### config.mk
export PLATFORM = sky130hd
export DESIGN_NAME = step_sequencer
export DESIGN_NICKNAME = d
export VERILOG_FILES = /design/src/rtl/step_sequencer.sv
export SDC_FILE = /design/constraint.sdc
export NUM_CORES = 1
export LEC_CHECK = 0
export CORE_MARGIN = 2
export CORE_UTILIZATION = 62
export CTS_BUF_LIST = sky130_fd_sc_hd__clkbuf_4
export DETAILED_ROUTE_END_ITERATION = 10
export PLACE_DENSITY = 0.82
export SYNTH_ARGS = -nofsm -noshare
export SYNTH_HDL_FRONTEND = slang
export SYNTH_SLANG_ARGS = --single-unit
### constraint.sdc
create_clock -name clk_in -period 3.5 [get_ports clk_in]
set_clock_uncertainty 0.2 [all_clocks]
set_input_delay 0.7 -clock clk_in [delete_from_list [all_inputs] [get_ports clk_in]]
set_output_delay 0.7 -clock clk_in [all_outputs]
set_load 0.1 [all_outputs]
### src/rtl/step_sequencer.sv
// Step/dir generator: a command FIFO feeding a SETUP/HIGH/LOW pulse engine for one motor driver.
// Define STEP_SEQ_POSITION_EN to add the signed position_out step counter.
module step_sequencer #(
   parameter int FIFO_DEPTH  = 4,
   parameter int PULSE_WIDTH = 12,
   parameter int DIR_SETUP   = 6
) (
   input  logic                        clk_in,
   input  logic                        reset_n_in,
   input  logic [31:0]                 cmd_data_in,
   input  logic                        cmd_valid_in,
   output logic                        cmd_ready_out,
   input  logic                        abort_in,
   output logic                        step_out,
   output logic                        dir_out,
   output logic                        busy_out,
   output logic                        done_out,
   output logic [$clog2(FIFO_DEPTH):0] level_out
`ifdef STEP_SEQ_POSITION_EN
   ,
   output logic [31:0]                 position_out
`endif
);

   localparam int          AW         = $clog2(FIFO_DEPTH);
   localparam logic [16:0] MIN_PERIOD = 17'(2 * PULSE_WIDTH);
   localparam logic [16:0] HIGH_LOAD  = 17'(PULSE_WIDTH - 1);
   localparam logic [16:0] SETUP_LOAD = 17'(DIR_SETUP - 1);
   localparam logic [16:0] LOW_OFFS   = 17'(PULSE_WIDTH + 1);

   typedef enum logic [1:0] {IDLE, SETUP, HIGH, LOW} state_t;

   logic [31:0]   mem [FIFO_DEPTH];
   logic [AW-1:0] wr_ptr;
   logic [AW-1:0] rd_ptr;
   logic [AW:0]   level;
   logic          push;
   logic          pop;
   logic [31:0]   head;
   logic [16:0]   head_period;

   state_t        state;
   logic [16:0]   cnt;
   logic [16:0]   period_eff;
   logic [14:0]   steps;
   logic          dir_q;
   logic          abort_pending;

   // abort_in wins over both the CPU push and the engine pop
   assign cmd_ready_out = (level != (AW + 1)'(FIFO_DEPTH));
   assign push          = cmd_valid_in && cmd_ready_out && !abort_in;
   assign pop           = (state == IDLE) && (level != '0) && !abort_in;
   assign head          = mem[rd_ptr];
   assign head_period   = {1'b0, head[15:0]};
   assign level_out     = level;
   assign busy_out      = (state != IDLE) || (level != '0) || step_out;

   // NOTE: command storage is not reset; pointers and level alone define which entries are valid.
   always_ff @(posedge clk_in) begin
      if (push) mem[wr_ptr] <= cmd_data_in;
   end

   always_ff @(posedge clk_in or negedge reset_n_in) begin
      if (!reset_n_in) begin
         wr_ptr <= '0;
         rd_ptr <= '0;
         level  <= '0;
      end else if (abort_in) begin
         wr_ptr <= '0;
         rd_ptr <= '0;
         level  <= '0;
      end else begin
         if (push) wr_ptr <= wr_ptr + 1'b1;
         if (pop)  rd_ptr <= rd_ptr + 1'b1;
         level <= level + {{AW{1'b0}}, push} - {{AW{1'b0}}, pop};
      end
   end

   // NOTE: step_out/dir_out are registered copies of the engine state, so both pins lag it by one
   // cycle; the lag is uniform, which keeps pulse width, period and dir setup exact at the pins.
   always_ff @(posedge clk_in or negedge reset_n_in) begin
      if (!reset_n_in) begin
         state         <= IDLE;
         cnt           <= '0;
         period_eff    <= '0;
         steps         <= '0;
         dir_q         <= 1'b0;
         abort_pending <= 1'b0;
         step_out      <= 1'b0;
         dir_out       <= 1'b0;
         done_out      <= 1'b0;
      end else begin
         done_out <= 1'b0;
         step_out <= (state == HIGH);
         dir_out  <= dir_q;
         case (state)
            IDLE: begin
               if (pop) begin
                  period_eff    <= (head_period < MIN_PERIOD) ? MIN_PERIOD : head_period;
                  steps         <= head[30:16];
                  abort_pending <= 1'b0;
                  if (head[30:16] == '0) begin
                     done_out <= 1'b1;
                  end else if (head[31] != dir_q) begin
                     dir_q <= head[31];
                     cnt   <= SETUP_LOAD;
                     state <= SETUP;
                  end else begin
                     cnt   <= HIGH_LOAD;
                     state <= HIGH;
                  end
               end
            end
            SETUP: begin
               if (abort_in) begin
                  state <= IDLE;
               end else if (cnt == '0) begin
                  cnt   <= HIGH_LOAD;
                  state <= HIGH;
               end else begin
                  cnt <= cnt - 1'b1;
               end
            end
            HIGH: begin
               // an abort here only takes effect once the pulse has its full width
               if (cnt == '0) begin
                  if (abort_in || abort_pending) begin
                     state <= IDLE;
                  end else begin
                     steps <= steps - 1'b1;
                     cnt   <= period_eff - LOW_OFFS;
                     state <= LOW;
                  end
               end else begin
                  cnt <= cnt - 1'b1;
                  if (abort_in) abort_pending <= 1'b1;
               end
            end
            LOW: begin
               if (abort_in) begin
                  state <= IDLE;
               end else if (cnt == '0) begin
                  if (steps != '0) begin
                     cnt   <= HIGH_LOAD;
                     state <= HIGH;
                  end else begin
                     done_out <= 1'b1;
                     state    <= IDLE;
                  end
               end else begin
                  cnt <= cnt - 1'b1;
               end
            end
            default: state <= IDLE;
         endcase
      end
   end

`ifdef STEP_SEQ_POSITION_EN
   // the first HIGH cycle is the one where step_out is about to rise
   always_ff @(posedge clk_in or negedge reset_n_in) begin
      if (!reset_n_in) begin
         position_out <= '0;
      end else if ((state == HIGH) && !step_out) begin
         position_out <= dir_out ? position_out + 32'd1 : position_out - 32'd1;
      end
   end
`endif

endmodule

==> results of run 1 <==
power groups by stage:
stage / sequential (uW) / clock, uW / combinational (uW)
CTS: 3210 / 1250 / 2940
floorplan: 3310 / 0 / 2070
global placement: 3230 / 0 / 2840
global route: 3290 / 1330 / 3240
detailed placement: 3260 / 0 / 2930
finish: 3220 / 1230 / 2960
area by class of cell:
type | count | area [um2] | area share, %
Multi-Input combinational cell | 367 | 2990 | 31.2
Clock buffer | 18 | 135 | 1.41
Tap cell | 176 | 220 | 2.30
Inverter | 21 | 78.8 | 0.824
Antenna cell | 1 | 2.50 | 0.0262
Timing Repair Buffer | 65 | 573 | 5.99
Sequential cell | 190 | 5400 | 56.4
Clock inverter | 14 | 173 | 1.81
cell usage after synthesis, drive strengths merged, types with 13 or more instances:
library cell  number
ha                14
o21ai             17
xnor2             19
nand2             43
clkbuf            16
dfrtp             62
inv               20
nor2              36
nand3             15
mux2              13
xor2              13
nor3              15
edfxtp           128
o22ai             13
nor4              14
mux4              32
a21oi             18
registers in the layout, indices dropped and copies added (netlist names):
register       cells
cnt               17
dir_out            1
state              2
period_eff        16
level_out          3
dir_q              1
wr_ptr             2
mem              128
steps             15
abort_pending      1
done_out           1
step_out           1
rd_ptr             2
worst max path at each step:
stage / to / slack (ns)
final: steps[9] / 0.29
after global routing: steps[9] / 0.14
after CTS: busy_out / 0.11
after detailed placement: steps[9] / 0.34
after global placement: steps[9] / 0.41
after floorplan: mem[0][0] / 0.13
cell families (layout without fill, tap and decap cells):
family,count (synthesis),count (layout),synth area share (%)
adders and majority gates,15,15,2.28
buffers and inverters,47,118,2.24
muxes,52,52,11.0
xor gates and xnor gates,32,32,3.27
AOI/OAI and AO/OA,104,104,8.41
and+or+nand+nor,164,164,9.81
DFF,190,190,63.0
other,0,1,0
per-stage QoR:
stage | instances | hold WS (ns) | total power [uW] | utilization, % | worst slack, ns
final | 852 | 0.293 | 7410 | 71.7 | 0.291
after global routing | 852 | 0.309 | 7850 | 71.7 | 0.141
after CTS | 851 | 0.288 | 7410 | 71.6 | 0.110
after detailed placement | 818 | 0.257 | 6190 | 69.2 | 0.337
after global placement | 818 | 0.242 | 6060 | 69.2 | 0.407
after floorplan | 604 | 0.204 | 5380 | - | 0.133
critical path, cell delays in order (launching register included):
cell,delay [ns]
dfrtp_1,0.46
inv_1,0.09
ha_1,0.20
or3b_1,0.49
or3_4,0.39
or4b_1,0.61
o311ai_2,0.31
o41ai_1,0.11
a221o_1,0.26
repair_timing:
item                                    CTS  global route
resized for setup                         0             1
hold buffers                              1             0
endpoints found under the setup margin    0             1
hold endpoints to repair                 23             0
routing by layer:
metal | track usage [%] | up-vias
met2 | 39.2 | 214
met4 | 9.84 | 0
li1 | - | 2460
met1 | 35.8 | 2750
met5 | 0 | -
met3 | 4.75 | 32
==> implementation parameters, run 1 <==
Parameter                              Value

Layout
  Number of filler instances in the final layout ... 872
  Final Net Count ... slightly above 700
  Synthesis-to-layout area growth ... 11.8%
  Final instance area ... 9560 um2
  Fraction of layout instances using a drive strength above 1 ... 17.5%
  Commonest non-fill, non-tap cells in the layout ... edfxtp_1, dfrtp_1, nand2_1
  Leading cell type in the layout, fill and taps excluded ... edfxtp_1

Min path
  Number of instances on the worst hold path ... 0
  Type of the most critical hold path ... reg -> reg
  WHS Endpoint ... dir_out
  Hold wc startpoint ... dir_q

Detailed routing
  Met3 wirelength from detailed routing ... roughly 990 um
  # DRC ... 0
  Vias after detailed routing ... 5456
  Via density per instance ... 6.40
  Remaining number of nets flagged by the antenna check after routing ... 0
  Highest routed metal layer ... met4
  Detailed Route WL ... ~17 mm
  Initial DRC count ... between 600 and 700
  Amount of wire on met2 after detailed routing ... 8.17 mm
  Drt pass-1 iters ... 5
  Detailed-route wire length per cell ... 20.0 um
  Length of routed wiring on met1 ... 7.46 mm

Placed design
  Detailed placer's ending HPWL ... 11.6 mm
  Quantity of I/O buffers inserted on ports ... 43
  Placed Area ... around 9200 um2
  Final weighted congestion of routability-driven global placement ... between 0.9 and 1

Power and ir drop
  Comb pwr share ... 39.9%
  Clock share of power ... 16.5%
  Peak supply drop ... slightly below 0.4 mV
  Net Sw Power ... 2980 uW
  Part of the total power dissipated in sequential elements ... 43.5%
  Areal power density over the cells ... 775 nW/um2
  Design internal power ... 4430 uW
  Leakage Power ... roughly 0.0034 uW
  Switching fraction of total power ... 40.2%

Floorplanning
  Die area ... 14800 um2
  Initial Utilization ... 64.1%
  Core Rows ... 42
  Floorplan die height ... about 120 um
  Core ar. ... 13300 um2
  Die extent in x ... 121 um
  # IOs ... 44

Critical path
  Reg2Reg Depth ... 8
  Arrival @ worst endpoint ... 3.50 ns
  Reg2Reg Launch Point ... cnt[0]
  Slack of the worst reg-to-reg path ... 0.29 ns
  Endpoint type of the worst setup path ... register
  Critical Path RT ... ~3.8 ns
  Start point of the critical path ... cnt[0]
  Biggest fanout along the worst timing path ... 7
  End of the worst register-to-register path ... steps[9]
  Crit start category ... register
  Setup Crit Path Kind ... reg -> reg

GRT
  Via count of the first global-routing pass ... 5471
  Global-route usage over all layers ... 25.2%
  Total congestion overflow ... 0
  Largest net degree at the start of global routing ... 33
  First-pass GRT wire length ... around 28 mm
  Number of antenna violations at the first check in global routing ... 1

STA
  Max-slew violation count ... 0
  Post-route clock period utilization ... 91.7%
  Highest clock frequency the design can meet ... ~0.31 GHz
  Sum of negative setup slack ... 0 ns
  Unrepaired setup endpoints after global routing ... no
  Clock period minus worst slack ... 3.21 ns
  Hold Violations, Final ... 0
  Slew HR ... 47.7%
  Worst-Margin Slew ... around 0.79 ns
  Count of final setup violators ... 0

Clocking
  Clock transition at the registers of the reported paths ... 0.16 ns
  Clock root buffer ... clkbuf_4
  Number of buffers added for setup after CTS ... 0
  Clock latency reported for the late side of the worst-skew pair ... 0.58 ns
  TritonCTS clock tree ... yes
  Deepest clock path buffer count ... 2
  Number of CTS-inserted buffers ... 17
  Number of H-tree branching levels ... 4
  Clock sink count ... 190

Job
  Max cap viols ... 0

Outcome
  Run status ... finished, final reports clean

Yosys
  Synthesized area per cell ... 14.2 um2
  Share of synthesized flip-flops with an asynchronous set or reset ... 32.6%
  Gate count of the mapped netlist ... 604
  Top cells by area in the synthesized netlist ... edfxtp_1, dfrtp_1, mux4_2
  Net count after synthesis ... about 660
  Cell area after synthesis ... 8560 um2
  Number of warnings reported in the yosys synthesis log ... 0
  Fraction of synthesized cell area taken by the top area cell type ... approximately 45%
  Count of state elements after synthesis ... 190
  Cell type with the highest aggregate area in the netlist ... edfxtp_1
  Number of enable-type register cells in the synthesized netlist ... 128
  Number of distinct library cells after synthesis ... 61
  Main flop type after synthesis ... edfxtp_1
  Share of the yosys chip area belonging to registers ... between 60 and 70%
Note: power is estimated with default switching activity, not from simulation.
==> inputs of run 2 (changes only) <==
Settings changed: CORE_UTILIZATION 62 to 67, PLACE_DENSITY 0.82 to 0.88.
Clock period 3.5 ns to 3.9 ns, I/O delays scaled along.
==> implementation parameters, run 2 (synthesized netlist as in run 1, its figures left out) <==
Parameter                              Value

GRT
  Largest net degree at the start of global routing ... 50 (+52%)
  Via count of the first global-routing pass ... 5427 (-0.80%)
  Global-route usage over all layers ... 29.0% (+3.7 points)
  Number of antenna violations at the first check in global routing ... 1 (unchanged)
  Total congestion overflow ... 0 (unchanged)
  First-pass GRT wire length ... 29.1 mm (+3.6%)

Placed design
  Quantity of I/O buffers inserted on ports ... 43 (unchanged)
  Final weighted congestion of routability-driven global placement ... 0.958 (+2.0%)
  Count of placed standard cells including taps ... 809 (-1.1%)
  Detailed placer's ending HPWL ... 11.8 mm (+2.0%)
  Pre-CTS setup slack ... 0.680 ns (+0.343 ns)

Critical path
  Critical path, cell by cell ... inv_1 > ha_1 > nor4b_1 > nand2b_1 > buf_4
  Arrival @ worst endpoint ... 2.41 ns (-1.09 ns)
  Cell family with most CP delay ... simple AND/OR/NAND/NOR gates
  Count of buffering cells on the critical path with inverters included ... 2 (+1)
  Endpoint type of the worst setup path ... output port
  Biggest cell delay along the critical path ... 0.60 ns (about the same)
  Biggest fanout along the worst timing path ... 7 (unchanged)
  Critical-path cell with the highest stage delay ... nor4b_1
  Setup Crit Path Kind ... reg -> out
  Critical Path RT ... 2.92 ns (-0.87 ns)
  Crit start category ... register

Floorplanning
  Die area ... 13700 um2 (-7.2%)
  Core Rows ... 41 (-2.4%)
  Core ar. ... 12600 um2 (-5.8%)
  # IOs ... 44 (unchanged)
  Initial Utilization ... 68.1% (+4.0 points)
  Die extent in x ... 117 um (-3.7%)
  Floorplan die height ... 117 um (-3.7%)

STA
  Minimum setup slack in the final design ... 0.515 ns (+0.224 ns)
  Clock period minus worst slack ... between 3 and 4 ns
  Sum of negative setup slack ... 0 ns (unchanged)
  Worst-Margin Slew ... 1.10 ns (+0.314 ns)
  Post-route clock period utilization ... 86.8%
  Hold Violations, Final ... 0 (unchanged)
  Count of final setup violators ... 0 (unchanged)
  Slew HR ... 26.7% (-21 points)
  Highest clock frequency the design can meet ... roughly 0.30 GHz
  Max-slew violation count ... 0 (unchanged)
  Unrepaired setup endpoints after global routing ... no

Job
  Max cap viols ... 0 (unchanged)

Power and ir drop
  Net Sw Power ... 2760 uW (-7.4%)
  Part of the total power dissipated in sequential elements ... 43.4% (about the same)
  Peak supply drop ... 0.495 mV (+26%)
  Areal power density over the cells ... 706 nW/um2 (-8.9%)
  Leakage Power ... 0.00339 uW (-0.73%)
  Design internal power ... 3970 uW (-10%)
  Clock share of power ... 17.2% (+0.7 points)
  Switching fraction of total power ... 41.0% (+0.79 points)
  Comb pwr share ... 39.4% (-0.5 points)
  Overall power consumption ... 6730 uW (-9.1%)

Detailed routing
  Remaining number of nets flagged by the antenna check after routing ... 0 (unchanged)
  Via density per instance ... 6.51 (+1.6%)
  Initial DRC count ... 707 (+15%)
  Detailed Route WL ... 18.3 mm (+7.8%)
  Vias after detailed routing ... 5478 (+0.40%)
  Detailed-route wire length per cell ... 21.8 um (+9.0%)
  # DRC ... 0 (unchanged)
  Drt pass-1 iters ... 6 (+1)

Layout
  Commonest non-fill, non-tap cells in the layout ... edfxtp_1, dfrtp_1, nand2_1
  Seq. cell area ... 5400 um2 (unchanged)
  Non-filler instance count after layout ... 842 (-1.2%)
  Synthesis-to-layout area growth ... 11.4%
  Area taken by multi-input logic gates ... 2980 um2 (-0.29%)
  Final Net Count ... 707 (-0.84%)
  Number of filler instances in the final layout ... 744 (-15%)
  Leading cell type in the layout, fill and taps excluded ... edfxtp_1
  Fraction of layout instances using a drive strength above 1 ... 15.5% (-1.9 points)
  Largest registers ... mem: 128 flops, cnt: 17 flops, period_eff: 16 flops
  Flip-flop count of the largest register, all copies and words added ... 128 (unchanged)
  Top register by number of flip-flops ... mem

Clocking
  Clock root buffer ... clkbuf_4
  Clock latency reported for the late side of the worst-skew pair ... 0.59 ns (about the same)
  TritonCTS clock tree ... yes
  Deepest clock path buffer count ... 2 (unchanged)
  Hold-fix buffer count after cts ... 0 (-1)
  Number of H-tree branching levels ... 4 (unchanged)
  Number of buffers added for setup after CTS ... 0 (unchanged)
  Clock transition at the registers of the reported paths ... 0.17 ns (about the same)
  Count of cells resized by post-cts repair ... 0 (unchanged)
  Clock sink count ... 190 (unchanged)
  Number of CTS-inserted buffers ... 17 (unchanged)

Outcome
  Run status ... finished, final reports clean

Min path
  Type of the most critical hold path ... in -> async
run 2: cell count changes in the layout (fill, tap and decap cells not counted), moves of 2 or more:
cell,previous run,this run
clkdlybuf4s50_1,34,40
clkinvlp_4,2,0
clkinv_8,1,3
inv_6,5,1
inv_8,1,5
buf_4,29,18
run 2: final cells by class:
type	instances	share of cell area (%)
well taps	172	2.26
flip-flops and latches	190	56.6
diodes	1	0.0262
inverters	21	0.826
clock buffers	17	1.34
repair buffers	59	5.67
clock inverters	15	2.10
multi-input cells	367	31.2
run 2: power groups by stage:
stage                     Sequential [uW]  Combinational, uW  Clock, uW
after CTS                            2910               2620       1170
after global placement               2910               2520          0
after global routing                 2970               2880       1240
final                                2920               2650       1160
after detailed placement             2940               2600          0
after floorplan                      2970               1860          0
run 2: metrics by stage:
stage | hold WS [ns] | instance area [um2] | utilization [%]
after floorplan | 0.224 | 8560 | -
after global placement | 0.237 | 9210 | 73.3
after detailed placement | 0.249 | 9210 | 73.3
after CTS | 0.198 | 9540 | 75.9
after global routing | 0.231 | 9540 | 75.9
final | 0.177 | 9540 | 75.9
run 2: layer usage:
metal / wire [um] / vias to the layer above / track usage (%)
li1: - / 2449 / -
met1: 7400 / 2737 / 40.1
met2: 9220 / 255 / 46.5
met3: 1320 / 37 / 6.64
met4: 391 / 0 / 9.49
met5: 0 / - / 0
run 2: final timing paths:
check                                 from  endpoint  slack, ns  cells past startpoint
min in group clk_in                  dir_q   dir_out       0.26                      0
worst min-delay path            reset_n_in  step_out       0.18                      1
max in group asynchronous       reset_n_in   cnt[14]       2.51                      2
worst max-delay path              state[0]  busy_out       0.51                      5
worst min register to register       dir_q   dir_out       0.26                      0
worst max register to register   rd_ptr[0]    cnt[3]       0.59                      6
==> inputs of run 3 (changes only) <==
Settings changed: CORE_MARGIN 2 to default.
==> implementation parameters, run 3 (synthesized netlist as in run 1, its figures left out) <==
Parameter                              Value

Critical path
  Count of buffering cells on the critical path with inverters included ... 2 (unchanged)
  Endpoint type of the worst setup path ... output port
  Crit start category ... register
  Setup Crit Path Kind ... reg -> out
  Critical path, cell by cell ... inv_1 > ha_1 > nor4b_1 > nand2b_1 > buf_4
  Biggest fanout along the worst timing path ... 7 (unchanged)
  Cell family with most CP delay ... simple AND/OR/NAND/NOR gates
  Arrival @ worst endpoint ... 2.57 ns (+0.16 ns)
  Biggest cell delay along the critical path ... 0.69 ns (+0.09 ns)
  Critical Path RT ... 2.92 ns (about the same)
  Critical-path cell with the highest stage delay ... nor4b_1

STA
  Post-route clock period utilization ... 91.0% (+4.2 points)
  Slew HR ... 32.7% (+6.0 points)
  Unrepaired setup endpoints after global routing ... no
  Hold Worst Slack ... 0.105 ns (-0.0722 ns)
  Minimum setup slack in the final design ... 0.350 ns (-0.164 ns)
  Sum of negative setup slack ... 0 ns (unchanged)
  Hold Violations, Final ... 0 (unchanged)
  Count of final setup violators ... 0 (unchanged)
  Clock period minus worst slack ... 3.55 ns (+0.164 ns)
  Max-slew violation count ... 0 (unchanged)
  Highest clock frequency the design can meet ... 0.282 GHz (-4.6%)
  Worst-Margin Slew ... 1.01 ns (-0.0897 ns)

Clocking
  Clock transition at the registers of the reported paths ... 0.18 ns (about the same)
  TritonCTS clock tree ... yes
  Count of cells resized by post-cts repair ... 0 (unchanged)
  Clock latency reported for the late side of the worst-skew pair ... 0.61 ns (+0.02 ns)
  Number of H-tree branching levels ... 4 (unchanged)
  Hold-fix buffer count after cts ... 0 (unchanged)
  Clock root buffer ... clkbuf_4
  Deepest clock path buffer count ... 2 (unchanged)
  Number of CTS-inserted buffers ... 17 (unchanged)
  Number of buffers added for setup after CTS ... 0 (unchanged)
  Clock sink count ... 190 (unchanged)

Floorplanning
  # IOs ... 44 (unchanged)
  Core ar. ... 12200 um2 (-2.8%)
  Die extent in x ... 115 um (-1.7%)
  Initial Utilization ... 70.1% (+2.0 points)
  Floorplan die height ... 115 um (-1.7%)
  Core Rows ... 40 (-2.4%)
  Die area ... 13200 um2 (-3.4%)

GRT
  Global-route usage over all layers ... 30.7% (+1.8 points)
  First-pass GRT wire length ... 29.4 mm (+1.1%)
  Largest net degree at the start of global routing ... 47 (-6.0%)
  Total congestion overflow ... 0 (unchanged)
  Number of antenna violations at the first check in global routing ... 1 (unchanged)
  Via count of the first global-routing pass ... 5528 (+1.9%)

Detailed routing
  Initial DRC count ... 860 (+22%)
  Drt pass-1 iters ... 5 (-1)
  Vias after detailed routing ... 5563 (+1.6%)
  # DRC ... 0 (unchanged)
  Detailed-route wire length per cell ... 21.9 um (+0.59%)
  Remaining number of nets flagged by the antenna check after routing ... 0 (unchanged)
  Detailed Route WL ... 18.4 mm (+0.35%)
  Via density per instance ... 6.62 (+1.8%)

Power and ir drop
  Part of the total power dissipated in sequential elements ... 43.7% (+0.3 points)
  Areal power density over the cells ... 700 nW/um2 (-0.87%)
  Leakage Power ... 0.00339 uW (about the same)
  Net Sw Power ... 2750 uW (-0.37%)
  Comb pwr share ... 40.1% (+0.7 points)
  Clock share of power ... 16.2% (-1.0 points)
  Switching fraction of total power ... 41.3% (+0.28 points)
  Peak supply drop ... 0.391 mV (-21%)
  Design internal power ... 3910 uW (-1.5%)

Layout
  Synthesis-to-layout area growth ... 11.2%
  Non-filler instance count after layout ... 840 (-0.24%)
  Final Net Count ... 710 (+0.42%)
  Commonest non-fill, non-tap cells in the layout ... edfxtp_1, dfrtp_1, nand2_1
  Largest registers ... mem: 128 flops, cnt: 17 flops, period_eff: 16 flops
  Fraction of layout instances using a drive strength above 1 ... 15.9% (+0.38 points)
  Top register by number of flip-flops ... mem
  Leading cell type in the layout, fill and taps excluded ... edfxtp_1
  Antenna diode instance count ... 0 (-1)
  Flip-flop count of the largest register, all copies and words added ... 128 (unchanged)

Placed design
  Final weighted congestion of routability-driven global placement ... 0.910 (-4.9%)
  Detailed placer's ending HPWL ... 12.7 mm (+7.8%)
  Count of placed standard cells including taps ... 808 (-0.12%)
  Pre-CTS setup slack ... 0.567 ns (-0.113 ns)
  Quantity of I/O buffers inserted on ports ... 43 (unchanged)

Min path
  Type of the most critical hold path ... in -> async

Job
  Max cap viols ... 0 (unchanged)

Outcome
  Run status ... finished, final reports clean
-- run 3: cell types whose count changed in the layout (fill, tap and decap cells not counted) --
cell        previous run  this run
diode_2                1         0
inv_8                  5         4
buf_4                 18        21
clkinvlp_4             0         1
clkinv_4               2         1
bufinv_16              2         1
inv_6                  1         4
clkinv_8               3         2
-- run 3: final timing paths --
path	startpoint	endpoint	slack, ns	depth (start not counted)
min reg2reg	dir_q	dir_out	0.28	0
max	state[1]	busy_out	0.35	5
max reg2reg	rd_ptr[0]	cnt[5]	0.43	8
min in group clk_in	dir_q	dir_out	0.28	0
max in group asynchronous	reset_n_in	steps[14]	2.55	2
min	reset_n_in	rd_ptr[1]	0.10	1
-- run 3: routing by layer --
| metal | track usage (%) | routed length, um |
|---|---|---|
| met1 | 41.0 | 7170 |
| met2 | 48.8 | 8950 |
| met3 | 8.70 | 1700 |
| met4 | 11.9 | 551 |
| met5 | 0 | 16 |
-- run 3: cell type report --
type	instances	area, um2
clock buffer	17	128
clock inverter	15	168
fill	658	2690
inverter	21	78.8
multi-input combinational	367	2980
sequential	190	5400
tap	168	210
timing repair buffer	62	563
-- run 3: power groups by stage --
stage / Combinational (uW) / Sequential, uW / Clock, uW
finish: 2670 / 2910 / 1080
floorplan: 1860 / 2970 / 0
CTS: 2640 / 2900 / 1090
global placement: 2520 / 2900 / 0
detailed placement: 2630 / 2940 / 0
global route: 2910 / 2950 / 1160
-- run 3: stage by stage --
step	area [um2]	utilization, %	total power (uW)
2_1_floorplan	8560	-	4820
3_3_place_gp	9230	75.5	5420
3_5_place_dp	9230	75.5	5570
4_1_cts	9520	78.0	6630
5_1_grt	9520	78.0	7020
6_report	9520	78.0	6660
